$ cat src/rtl/serial_adder_if.sv
// serial_adder_if
// Groups the start/done handshake, operands and result of the bit-serial adder.
//   master : requester side   - drives start, a, b, cin; observes busy, done, sum, cout
//   slave  : adder side       - observes start, a, b, cin; drives busy, done, sum, cout
interface serial_adder_if #(
   parameter int WIDTH = 8
);
   logic             start;
   logic [WIDTH-1:0] a;
   logic [WIDTH-1:0] b;
   logic             cin;
   logic             busy;
   logic             done;
   logic [WIDTH-1:0] sum;
   logic             cout;

   modport master (
      output start, a, b, cin,
      input  busy, done, sum, cout
   );

   modport slave (
      input  start, a, b, cin,
      output busy, done, sum, cout
   );
endinterface

$ cat src/rtl/serial_adder.sv
// serial_adder
// Bit-serial ripple adder: one full-adder slice reused WIDTH times, LSB first,
// with a registered carry. {cout,sum} = a + b + cin.
//   clk    : single clock, rising edge
//   rst_n  : asynchronous active-low reset
//   bus    : serial_adder_if slave (start/a/b/cin in, busy/done/sum/cout out)
//
// state | meaning
// ------+--------------------------------------------------------------
// IDLE  | waiting for start; operands captured on the accepting edge
// SHIFT | one slice per cycle; busy=1; last slice loads sum/cout
// DONE  | done=1 for one cycle; start ignored; always returns to IDLE
module serial_adder #(
   parameter int WIDTH = 8
) (
   input  logic           clk,
   input  logic           rst_n,
   serial_adder_if.slave  bus
);
   localparam int CW = $clog2(WIDTH);
   localparam logic [CW-1:0] LAST = CW'(WIDTH - 1);

   typedef enum logic [1:0] {
      IDLE  = 2'd0,
      SHIFT = 2'd1,
      DONE  = 2'd2
   } state_t;

   state_t           state, state_nx;
   logic             busy_nx, done_nx;
   logic [WIDTH-1:0] a_sr, b_sr, psum;
   logic             carry;
   logic [CW-1:0]    cnt;
   logic             s, co, last;

   // the full-adder slice
   assign s    = a_sr[0] ^ b_sr[0] ^ carry;
   assign co   = (a_sr[0] & b_sr[0]) | (a_sr[0] & carry) | (b_sr[0] & carry);
   assign last = (cnt == LAST);

   always_comb begin
      state_nx = state;
      busy_nx  = 1'b0;
      done_nx  = 1'b0;
      case (state)
         IDLE: begin
            if (bus.start) begin
               state_nx = SHIFT;
               busy_nx  = 1'b1;
            end
         end
         SHIFT: begin
            if (last) begin
               state_nx = DONE;
               done_nx  = 1'b1;
            end else begin
               busy_nx  = 1'b1;
            end
         end
         DONE:    state_nx = IDLE;
         default: state_nx = IDLE;
      endcase
   end

   // busy/done are registered copies of the next-state decode so that
   // every output comes straight from a flop
   always_ff @(posedge clk or negedge rst_n) begin
      if (!rst_n) begin
         state    <= IDLE;
         bus.busy <= 1'b0;
         bus.done <= 1'b0;
      end else begin
         state    <= state_nx;
         bus.busy <= busy_nx;
         bus.done <= done_nx;
      end
   end

   always_ff @(posedge clk or negedge rst_n) begin
      if (!rst_n) begin
         a_sr     <= '0;
         b_sr     <= '0;
         psum     <= '0;
         carry    <= 1'b0;
         cnt      <= '0;
         bus.sum  <= '0;
         bus.cout <= 1'b0;
      end else begin
         case (state)
            IDLE: begin
               if (bus.start) begin
                  a_sr  <= bus.a;
                  b_sr  <= bus.b;
                  carry <= bus.cin;
                  cnt   <= '0;
                  psum  <= '0;
               end
            end
            SHIFT: begin
               a_sr  <= {1'b0, a_sr[WIDTH-1:1]};
               b_sr  <= {1'b0, b_sr[WIDTH-1:1]};
               carry <= co;
               psum  <= {s, psum[WIDTH-1:1]};
               cnt   <= cnt + 1'b1;
               if (last) begin
                  bus.sum  <= {s, psum[WIDTH-1:1]};
                  bus.cout <= co;
               end
            end
            default: ;
         endcase
      end
   end
endmodule

$ cat src/flat_wrapper.sv
// flat-port wrapper written by rule: the top's interface ports become plain ports
module serial_adder_flat 
#(
   parameter int WIDTH = 8
)
  (clk, rst_n, bus_start, bus_a, bus_b, bus_cin, bus_busy, bus_done, bus_sum, bus_cout);
  serial_adder_if #(.WIDTH(WIDTH)) bus_i ();
  input  logic clk;
  input  logic rst_n;
  input wire logic [$bits(bus_i.start)-1:0] bus_start;
  input wire logic [$bits(bus_i.a)-1:0] bus_a;
  input wire logic [$bits(bus_i.b)-1:0] bus_b;
  input wire logic [$bits(bus_i.cin)-1:0] bus_cin;
  output wire logic [$bits(bus_i.busy)-1:0] bus_busy;
  output wire logic [$bits(bus_i.done)-1:0] bus_done;
  output wire logic [$bits(bus_i.sum)-1:0] bus_sum;
  output wire logic [$bits(bus_i.cout)-1:0] bus_cout;
  assign bus_i.start = bus_start;
  assign bus_i.a = bus_a;
  assign bus_i.b = bus_b;
  assign bus_i.cin = bus_cin;
  assign bus_busy = bus_i.busy;
  assign bus_done = bus_i.done;
  assign bus_sum = bus_i.sum;
  assign bus_cout = bus_i.cout;
  serial_adder #(.WIDTH(WIDTH)) u_core (.clk(clk), .rst_n(rst_n), .bus(bus_i));
endmodule
$ cat config.mk
export PLATFORM = sky130hd
export DESIGN_NAME = serial_adder_flat
export DESIGN_NICKNAME = d
export VERILOG_FILES = /design/src/rtl/serial_adder_if.sv /design/src/rtl/serial_adder.sv /design/src/flat_wrapper.sv
export SDC_FILE = /design/constraint.sdc
export NUM_CORES = 1
export LEC_CHECK = 0
export BUFFER_PORTS_ARGS = -buffer_cell sky130_fd_sc_hd__buf_2
export CORE_MARGIN = 2
export CORE_UTILIZATION = 61
export CTS_BUF_LIST = sky130_fd_sc_hd__clkbuf_2 sky130_fd_sc_hd__clkbuf_4 sky130_fd_sc_hd__clkbuf_8
export DETAILED_ROUTE_END_ITERATION = 6
export PLACE_DENSITY = 0.86
export SLEW_MARGIN = 40
export SYNTH_ARGS = -nofsm -noshare
export SYNTH_HDL_FRONTEND = slang
export SYNTH_SLANG_ARGS = --single-unit
$ cat constraint.sdc
create_clock -name clk -period 4.4 [get_ports clk]
set_input_delay 0.22 -clock clk [delete_from_list [all_inputs] [get_ports clk]]
set_output_delay 0.22 -clock clk [all_outputs]
set_load 0.02 [all_outputs]
# Word level (Yosys, flattened, before mapping)
# Index checks and enable logic that the tools add are counted.
dict set report totals {
  reg_bits 41
  in_bits 20
  out_inout_bits 11
  word_cells 45
}
dict set report classes {
  add_sub_neg 1
  eq_ne 4
  muxes 18
  bitwise_logic 7
  reduce_logical 5
}
# op count
set op_table {}
lappend op_table {{8-bit case mux with 2 select lines} 3}
lappend op_table {{8-bit two-way mux} 3}
lappend op_table {{3-bit case mux with 2 select lines} 1}
lappend op_table {{2-bit AND reduction} 3}
lappend op_table {{1-bit two-way mux} 5}
lappend op_table {{2-bit two-way mux} 2}
lappend op_table {{1-bit case mux with 2 select lines} 2}
lappend op_table {{2-bit case mux with 2 select lines} 1}
lappend op_table {{3-bit by 1-bit adder with 3-bit output, second input constant} 1}
lappend op_table {{1-bit AND} 3}
lappend op_table {{3-bit == test, second input constant} 1}
lappend op_table {{3-bit two-way mux} 1}
lappend op_table {{2-bit by 1-bit == test with 1-bit output, second input constant} 1}
lappend op_table {{2-bit logical NOT} 1}
lappend op_table {{2-bit by 1-bit != test with 1-bit output, second input constant} 1}
lappend op_table {{2-bit != test, second input constant} 1}
lappend op_table {{1-bit OR} 2}
lappend op_table {{2-bit nonzero test} 1}
lappend op_table {{1-bit bitwise XOR} 2}

# Depth between registers and ports, before layout
# Gate-level depths: netlist of run 1.
dict set report logic_depth {
  depth_word 4
  mapped_depth 6
  ltp_nobuf 5
}

# Worst setup path after synthesis of run 1
# Ideal clock, no wire load.
dict set report synth_path {
  kind {register to register}
  from {reg u_core.cnt[0]}
  to {reg u_core.bus.sum[2]}
  setup_ps 125
  t_arrival_ps 1249
  required_ps 4275
  setup_slack_ps 3026
  path_stages_with_launch 6
  n_path_buf 0
  period_less_slack_ps 1374
  path_cell_list {dfrtp_1 ha_1 ha_1 nand2_8 inv_6 mux2_4}
}
dict set report synth_via {
  elab_chain_len 2
}
# item line
set synth_lines {}
lappend synth_lines {{from (decl)} serial_adder.sv:33} ;# logic [CW-1:0] cnt;
lappend synth_lines {{from (signal assigned)} serial_adder.sv:104} ;# cnt <= cnt + 1'b1;
lappend synth_lines {{3-bit == test} serial_adder.sv:39} ;# assign last = (cnt == LAST);
lappend synth_lines {{2-bit AND reduction (no source line)} --}
lappend synth_lines {{to (signal assigned)} serial_adder.sv:106} ;# bus.sum <= {s, psum[WIDTH-1:1]};
lappend synth_lines {{to (decl)} serial_adder_if.sv:24} ;# output busy, done, sum, cout
# Every way passes these cells.
# A chain may end at the register's enable or synchronous reset.

# Worst setup path after layout of run 1
dict set report layout_path {
  from {reg u_core.state[0]}
  to {reg u_core.bus.sum[3]}
}
dict set report layout_via {
  elab_chain_len 2
}
# item line
set layout_lines {}
lappend layout_lines {{from (decl)} serial_adder.sv:29} ;# state_t state, state_nx;
lappend layout_lines {{from (signal assigned)} serial_adder.sv:73} ;# state <= state_nx;
lappend layout_lines {{2-bit by 1-bit == test with 1-bit output} serial_adder.sv:89} ;# case (state)
lappend layout_lines {{2-bit AND reduction (no source line)} --}
# Every way passes these cells.

==> impl_metrics.prom, run 1 <==
# TYPE chip_impl_metric gauge
chip_impl_info{name="outcome",value="finished, final reports clean"} 1
chip_impl_metric{name="worst_pin_slew",unit="ns"} 0.496
chip_impl_metric{name="synthMuxAreaShare",unit="%"} 7.87
chip_impl_metric{name="cp_buf_inv_count",unit=""} 1
chip_impl_metric{name="async_reset_ff_share",unit="%"} 100
chip_impl_metric{name="global_route_wire_length_before_repair",unit="mm"} 5.78
chip_impl_metric{name="max_cap_viol_count",unit=""} 0
chip_impl_metric{name="worstPathMaxFanout",unit=""} 10
chip_impl_metric{name="syn_inst",unit=""} 139
chip_impl_metric{name="path_depth",unit=""} 4
chip_impl_metric{name="hold_path_depth",unit=""} 3
chip_impl_metric{name="fin_crit",unit="ns"} 1.56
chip_impl_info{name="clock-root-buffer",value="clkbuf_4"} 1
chip_impl_metric{name="synth.cell_area",unit="mm2"} 0.00172
chip_impl_metric{name="drt_first_pass_iters",unit=""} 4
chip_impl_metric{name="ant_nets",unit=""} 0
chip_impl_info{name="rsz0062_at_grt",value="false"} 1
chip_impl_metric{name="ff2ff_path_depth",unit=""} 4
chip_impl_metric{name="post_cts_resize_count",unit=""} 0
chip_impl_info{name="cp-start-kind",value="register"} 1
chip_impl_info{name="critical_path.top_delay_family",value="simple AND/OR/NAND/NOR gates"} 1
chip_impl_info{name="timing_worst_setup_path_type",value="reg2reg"} 1
chip_impl_metric{name="nNetsFinal",unit=""} 191
chip_impl_metric{name="gp_congestion",unit=""} 0.749
chip_impl_info{name="cts_tree",value="yes"} 1
chip_impl_metric{name="drive_gt1_share",unit="%"} 30.8
chip_impl_metric{name="slowest_delay",unit="ns"} 0.53
chip_impl_metric{name="cts_made_buffers",unit=""} 5
chip_impl_metric{name="synthDistinctLibCells",unit=""} 24
chip_impl_metric{name="final_worst_path_period_share",unit="%"} 35.5
chip_impl_info{name="crit_chain",value="nor2b_4 -> nand2_8 -> inv_6 -> mux2_4"} 1
chip_impl_metric{name="ys_seq_elements",unit=""} 40
chip_impl_metric{name="routed_wirelength",unit="mm"} 3.30
chip_impl_metric{name="die_area",unit="mm2"} 0.00325
chip_impl_metric{name="worst_skew_pair.late_latency",unit="ns"} 0.35
chip_impl_metric{name="initial_utilization",unit="%"} 63.3
chip_impl_info{name="synthFlopType",value="dfrtp_1"} 1
chip_impl_metric{name="rows",unit=""} 19
chip_impl_info{name="hold_class",value="in2reg"} 1
chip_impl_metric{name="cts.sinks",unit=""} 40
chip_impl_metric{name="grt_antenna_before_repair",unit=""} 0
chip_impl_metric{name="synthXorXnorAreaFrac",unit="%"} 0
chip_impl_metric{name="pin_count_of_the_biggest_net_entering_global_routing",unit=""} 41
chip_impl_metric{name="fin_tns_setup",unit="ns"} 0
chip_impl_metric{name="adder_cell_share_of_the_synthesized_area",unit="%"} 2.62
chip_impl_metric{name="layout.area.seq",unit="mm2"} 0.00100
chip_impl_metric{name="post_drt_wl_per_cell",unit="um"} 16.5
chip_impl_info{name="synth_top_family_by_area",value="compound AO/OA/AOI/OAI gates"} 1
chip_impl_metric{name="synth-edff-count",unit=""} 0
chip_impl_info{name="cpMaxStageDelayCell",value="dfrtp_1"} 1
chip_impl_metric{name="maxClockFrequency",unit="MHz"} 640
chip_impl_metric{name="finish.utilization",unit="%"} 71.9
chip_impl_info{name="rr_endpoint",value="u_core.bus.sum[3]"} 1
chip_impl_metric{name="cp.arrival",unit="ns"} 1.82
chip_impl_metric{name="multiInputGateArea",unit="um2"} 633
chip_impl_metric{name="htree_levels",unit=""} 2
chip_impl_metric{name="ctsLongestPathBuffers",unit=""} 2
chip_impl_metric{name="reg2reg_setup_slack",unit="ns"} 2.84
chip_impl_metric{name="clk_pin_slew",unit="ns"} 0.12
chip_impl_metric{name="slew_viol_final",unit=""} 0
chip_impl_metric{name="synth_warnings",unit=""} 0
chip_impl_metric{name="slew_headroom",unit="%"} 66.9
chip_impl_metric{name="drt-vias-per-instance",unit=""} 6.02
chip_impl_metric{name="drc",unit=""} 0
chip_impl_metric{name="grt_pass1_vias",unit=""} 1210
chip_impl_info{name="timing.critical_path.from",value="u_core.state[0]"} 1
chip_impl_metric{name="worst_ir_drop_vdd",unit="V"} 0.000649
chip_impl_metric{name="placement.io_buffers",unit=""} 30
chip_impl_metric{name="critical_path_required",unit="ns"} 4.66
chip_impl_metric{name="postSynthAreaPerCell",unit="um2"} 12.3
chip_impl_metric{name="detailed_place_hpwl",unit="mm"} 2.28
chip_impl_metric{name="finalSetupViolations",unit=""} 0
chip_impl_info{name="timing.critical_path.to_type",value="register"} 1
chip_impl_metric{name="fillerInstances",unit=""} 194
chip_impl_metric{name="ioPinCount",unit=""} 31
chip_impl_metric{name="vias",unit=""} 1204
chip_impl_metric{name="sequential_area_share_after_synthesis",unit="%"} 58.3
chip_impl_metric{name="globalRouteOverflowTotal",unit=""} 0
chip_impl_metric{name="max_clock_skew",unit="ns"} 0.0116
chip_impl_metric{name="grt_overall_usage",unit="%"} 23.7
chip_impl_metric{name="antenna_cells",unit=""} 0
chip_impl_metric{name="postSynthNetCount",unit=""} 162
chip_impl_metric{name="core-area",unit="mm2"} 0.00271
chip_impl_metric{name="final-hold-violation-count",unit=""} 0
chip_impl_metric{name="synth-compound-area-share",unit="%"} 18.5
chip_impl_metric{name="synth_simple_gate_area_share",unit="%"} 7.65
chip_impl_metric{name="power.density_cell_area",unit="mW/mm2"} 743
chip_impl_info{name="hold_path_end",value="u_core.b_sr[7]"} 1
chip_impl_metric{name="drt-initial-drc-count",unit=""} 47
chip_impl_metric{name="dieWidth",unit="um"} 57.1
chip_impl_info{name="hold_start",value="bus_b[7]"} 1
chip_impl_metric{name="die_y",unit="um"} 57.1
chip_impl_info{name="worst_r2r_startpoint",value="u_core.state[0]"} 1
chip_impl_metric{name="power.leakage",unit="nW"} 0.946
chip_impl_metric{name="area_delta_synth_final",unit="%"} 13.6
how the worst max path moves through the flow:
stage	to	slack, ns
after floorplan	u_core.bus.sum[2]	3.03
after global placement	u_core.bus.sum[3]	2.97
after detailed placement	u_core.bus.sum[3]	2.86
after CTS	u_core.bus.sum[3]	2.85
after global routing	u_core.bus.sum[2]	2.74
final	u_core.bus.sum[3]	2.84
per-stage QoR:
step           power, mW  cell area, um2  hold slack [ns]  cells  worst slack, ns
2_1_floorplan       1.07            1720          -0.0756    139             3.03
3_3_place_gp        1.15            1840            0.361    191             2.97
3_5_place_dp        1.20            1840            0.367    191             2.86
4_1_cts             1.45            1940           0.0966    200             2.85
5_1_grt             1.54            1950            0.108    200             2.74
6_report            1.45            1950            0.109    200             2.84
layer usage:
metal / track usage (%) / wire length (um) / part of all wire (%) / vias up
met1: 30.8 / 1390 / 42 / 592
li1: - / - / - / 567
met5: 0 / 0 / 0 / -
met3: 7.03 / 174 / 5.3 / 4
met4: 9.30 / 60 / 1.8 / 0
met2: 37.9 / 1680 / 51 / 41
cells in the mapped netlist, types with 2 or more instances:
master,number,area (um2)
nand2_1,3,11.3
buf_2,5,25.0
a22o_1,9,78.8
buf_6,2,22.5
nand2b_1,2,12.5
buf_4,2,15.0
inv_1,4,15.0
or2b_1,2,15.0
a21oi_1,16,80.1
mux2_4,9,135
ha_1,2,25.0
o21ai_0,3,15.0
o22ai_1,19,119
nor2_1,12,45.0
dfrtp_1,40,1000
layout by cell type, fill, tap and decap left out, drive strengths merged:
cell type	count
o22ai	19
dlygate4sd3	1
a21oi	16
inv	5
nand2	4
o21bai	1
clkbuf	6
nor2b	1
o21ba	1
a22o	9
fa	1
nor2	12
clkinv	1
nor4b	1
nor3	1
o31ai	1
ha	2
or2b	2
bufinv	1
dfrtp	40
mux2	9
o21ai	3
nand2b	2
buf	30
report_power, final:
part	leakage [nW]	total (mW)	internal (mW)	switching, mW
clock	0.0484	0.259	0.136	0.123
sequential	0.483	0.650	0.531	0.120
combinational	0.414	0.540	0.258	0.282
layout make-up:
cell class | count | area share (%)
Clock buffer | 6 | 2.63
Clock inverter | 2 | 1.99
Inverter | 5 | 1.22
Multi-Input combinational cell | 85 | 32.5
Sequential cell | 40 | 51.3
Tap cell | 31 | 1.99
Timing Repair Buffer | 31 | 8.34
cells by family (layout without fill, tap and decap cells):
family                   after synthesis  in the layout
AND/OR/NAND/NOR                       23             23
buffers and inverters                 14             44
flip-flops                            40             40
adder cells (fa/ha/maj)                3              3
multiplexers                           9              9
AO/OA/AOI/OAI                         50             50
what timing repair did:
action                                 4_1_cts  5_1_grt
endpoints found under the hold margin       40        0
hold buffers                                 1        0
setup buffers                                0        0
setup endpoints to repair                    0        0
registers in the layout, indices dropped and copies added, names as in the netlist:
| name | count |
|---|---|
| u_core.a_sr | 8 |
| u_core.b_sr | 8 |
| u_core.bus.busy | 1 |
| u_core.bus.cout | 1 |
| u_core.bus.done | 1 |
| u_core.bus.sum | 8 |
| u_core.carry | 1 |
| u_core.cnt | 3 |
| u_core.psum | 7 |
| u_core.state | 2 |
worst reg2reg max path, cell delays in order (launching register included):
cell	delay, ns
dfrtp_1	0.53
nor2b_4	0.41
nand2_8	0.15
inv_6	0.09
mux2_4	0.29
(Power assumes the default switching activity.)
==> run 2, diff against run 1 <==
- CORE_UTILIZATION: 61 -> 57
- PLACE_DENSITY: 0.86 -> 0.81
- clock period: 4.4 -> 1.59 ns (I/O delays scaled with it)
==> run 2 against run 1 <==
Compared with the run above: the flow now finishes with violations (design-rule violations); clock skew decreased by 0.0029 ns; global-route usage shrank 1.4 points; first-iteration DRC count grew 4.3%; wire length increased by 1.0%; clock power grew to 2.8 times the previous value; largest cell class unchanged; count of clock-buffer cells in the layout is the same.
==> impl_metrics.prom, run 2 (synthesis results as in run 1) <==
# TYPE chip_impl_metric gauge
chip_impl_metric{name="cp.arrival",unit="ns"} 1.78
chip_impl_metric{name="drt_first_pass_iters",unit=""} 6
chip_impl_info{name="clock-root-buffer",value="clkbuf_4"} 1
chip_impl_metric{name="htree_levels",unit=""} 2
chip_impl_metric{name="max_cap_viol_count",unit=""} 0
chip_impl_metric{name="dieWidth",unit="um"} 58.9
chip_impl_metric{name="drt-initial-drc-count",unit=""} 49
chip_impl_info{name="worst_r2r_startpoint",value="u_core.state[0]"} 1
chip_impl_metric{name="final-hold-violation-count",unit=""} 0
chip_impl_metric{name="cts.hold.buffers_added",unit=""} 3
chip_impl_metric{name="post_drt_wl_per_cell",unit="um"} 16.4
chip_impl_metric{name="post_cts_resize_count",unit=""} 0
chip_impl_metric{name="worst_skew_pair.late_latency",unit="ns"} 0.36
chip_impl_info{name="hold_start",value="bus_a[6]"} 1
chip_impl_info{name="rsz0062_at_grt",value="false"} 1
chip_impl_metric{name="final_worst_path_period_share",unit="%"} 94.8
chip_impl_metric{name="fin_crit",unit="ns"} 1.51
chip_impl_info{name="timing_worst_setup_path_type",value="reg2reg"} 1
chip_impl_info{name="reg.largest.list",value="u_core.a_sr x8, u_core.b_sr x8, u_core.bus.sum x8"} 1
chip_impl_metric{name="max_clock_skew",unit="ns"} 0.00867
chip_impl_metric{name="cts_setup_buffers",unit=""} 0
chip_impl_metric{name="placement.setup.worst_slack",unit="ns"} 0.133
chip_impl_info{name="failed_checks",value="design-rule violations"} 1
chip_impl_metric{name="antenna_cells",unit=""} 0
chip_impl_metric{name="worst_pin_slew",unit="ns"} 0.831
chip_impl_metric{name="detailed_place_hpwl",unit="mm"} 2.31
chip_impl_metric{name="worstPathMaxFanout",unit=""} 11
chip_impl_info{name="hold_path_end",value="u_core.a_sr[6]"} 1
chip_impl_metric{name="finalNonFillerCells",unit=""} 203
chip_impl_metric{name="grt_antenna_before_repair",unit=""} 0
chip_impl_metric{name="core-area",unit="mm2"} 0.00281
chip_impl_metric{name="cts_made_buffers",unit=""} 5
chip_impl_metric{name="placement.io_buffers",unit=""} 30
chip_impl_metric{name="reg2reg_setup_slack",unit="ns"} 0.08
chip_impl_metric{name="drive_gt1_share",unit="%"} 30.2
chip_impl_metric{name="slew_viol_final",unit=""} 0
chip_impl_metric{name="fin_tns_setup",unit="ns"} 0
chip_impl_metric{name="hold_path_depth",unit=""} 3
chip_impl_metric{name="ant_nets",unit=""} 0
chip_impl_metric{name="slew_headroom",unit="%"} 44.5
chip_impl_metric{name="finalSetupViolations",unit=""} 0
chip_impl_metric{name="die_area",unit="mm2"} 0.00347
chip_impl_info{name="rr_endpoint",value="u_core.a_sr[7]"} 1
chip_impl_metric{name="area_delta_synth_final",unit="%"} 14.9
chip_impl_info{name="cts_tree",value="yes"} 1
chip_impl_metric{name="power.leakage",unit="nW"} 0.954
chip_impl_info{name="timing.critical_path.to_type",value="register"} 1
chip_impl_metric{name="ioPinCount",unit=""} 31
chip_impl_metric{name="nNetsFinal",unit=""} 194
chip_impl_metric{name="maxClockFrequency",unit="MHz"} 663
chip_impl_metric{name="ff2ff_path_depth",unit=""} 3
chip_impl_metric{name="worst_ir_drop_vdd",unit="V"} 0.00108
chip_impl_metric{name="clk_pin_slew",unit="ns"} 0.12
chip_impl_metric{name="power.density_cell_area",unit="mW/mm2"} 2040
chip_impl_metric{name="globalRouteOverflowTotal",unit=""} 0
chip_impl_metric{name="initial_utilization",unit="%"} 61.2
chip_impl_metric{name="vias",unit=""} 1244
chip_impl_metric{name="global_route_wire_length_before_repair",unit="mm"} 5.69
chip_impl_info{name="hold_class",value="in2reg"} 1
chip_impl_metric{name="pin_count_of_the_biggest_net_entering_global_routing",unit=""} 41
chip_impl_metric{name="die_y",unit="um"} 58.9
chip_impl_metric{name="rows",unit=""} 19
chip_impl_info{name="outcome",value="complete, but fails checks"} 1
chip_impl_info{name="cp-start-kind",value="register"} 1
chip_impl_metric{name="routed_wirelength",unit="mm"} 3.34
chip_impl_metric{name="drt-vias-per-instance",unit=""} 6.13
chip_impl_info{name="most_frequent_standard_cell_in_the_layout_excluding_fill_and_tap_cells",value="dfrtp_1"} 1
chip_impl_metric{name="gp_congestion",unit=""} 0.727
chip_impl_metric{name="drc",unit=""} 1
chip_impl_info{name="layout.cells.most_common_list",value="40 x dfrtp_1, 29 x buf_2, 19 x o22ai_1"} 1
chip_impl_metric{name="grt_pass1_vias",unit=""} 1240
chip_impl_metric{name="final.setup.worst_slack",unit="ns"} 0.0820
chip_impl_metric{name="cts.sinks",unit=""} 40
chip_impl_metric{name="ctsLongestPathBuffers",unit=""} 2
chip_impl_metric{name="grt_overall_usage",unit="%"} 22.3
chip_impl_metric{name="critical_path_required",unit="ns"} 1.87
chip_impl_metric{name="dpl.cell_count",unit=""} 192
[run 2: power breakdown]
group	internal, mW	switching (mW)	leakage (nW)
clock	0.377	0.340	0.0484
sequential	1.47	0.329	0.483
combinational	0.729	0.784	0.423
[run 2: worst max-delay path: stages (launching register included)]
cell      delay [ns]
dfrtp_1         0.49
o21bai_1        0.71
nand2_1         0.12
o21ai_0         0.11
[run 2: area by class of cell]
cell class / count / area (um2)
timing repair buffer: 34 / 190
clock buffer: 6 / 51.3
fill: 205 / 832
inverter: 5 / 23.8
sequential: 40 / 1000
clock inverter: 2 / 38.8
tap: 31 / 38.8
multi-input combinational: 85 / 629
[run 2: metal layers]
layer / up-vias / global-route usage (%) / part of all wire, %
met5: - / 0 / 0
met4: 0 / 11.4 / 2.9
met3: 12 / 5.49 / 5.6
met2: 49 / 34.0 / 49
met1: 612 / 29.8 / 42
li1: 571 / - / -
[run 2: how the worst max path moves through the flow]
stage / start / to / slack, ns / depth (start not counted)
2_1_floorplan: u_core.cnt[0] / u_core.bus.sum[2] / 0.22 / 5
3_3_place_gp: u_core.cnt[0] / u_core.bus.sum[3] / 0.19 / 5
3_5_place_dp: u_core.state[0] / u_core.a_sr[7] / 0.13 / 3
4_1_cts: u_core.state[0] / u_core.a_sr[7] / 0.08 / 3
5_1_grt: u_core.state[0] / u_core.a_sr[7] / 0.003 / 3
6_report: u_core.state[0] / u_core.a_sr[7] / 0.08 / 3
[run 2: metrics by stage]
step | total power [mW] | cell area [um2] | hold WS (ns) | utilization [%]
CTS | 4.04 | 1970 | 0.0207 | 70.2
floorplan | 2.95 | 1720 | -0.216 | -
global placement | 3.22 | 1850 | 0.219 | 66.0
finish | 4.03 | 1970 | 0.0284 | 70.3
global route | 4.29 | 1970 | 0.0153 | 70.3
detailed placement | 3.32 | 1850 | 0.243 | 66.0
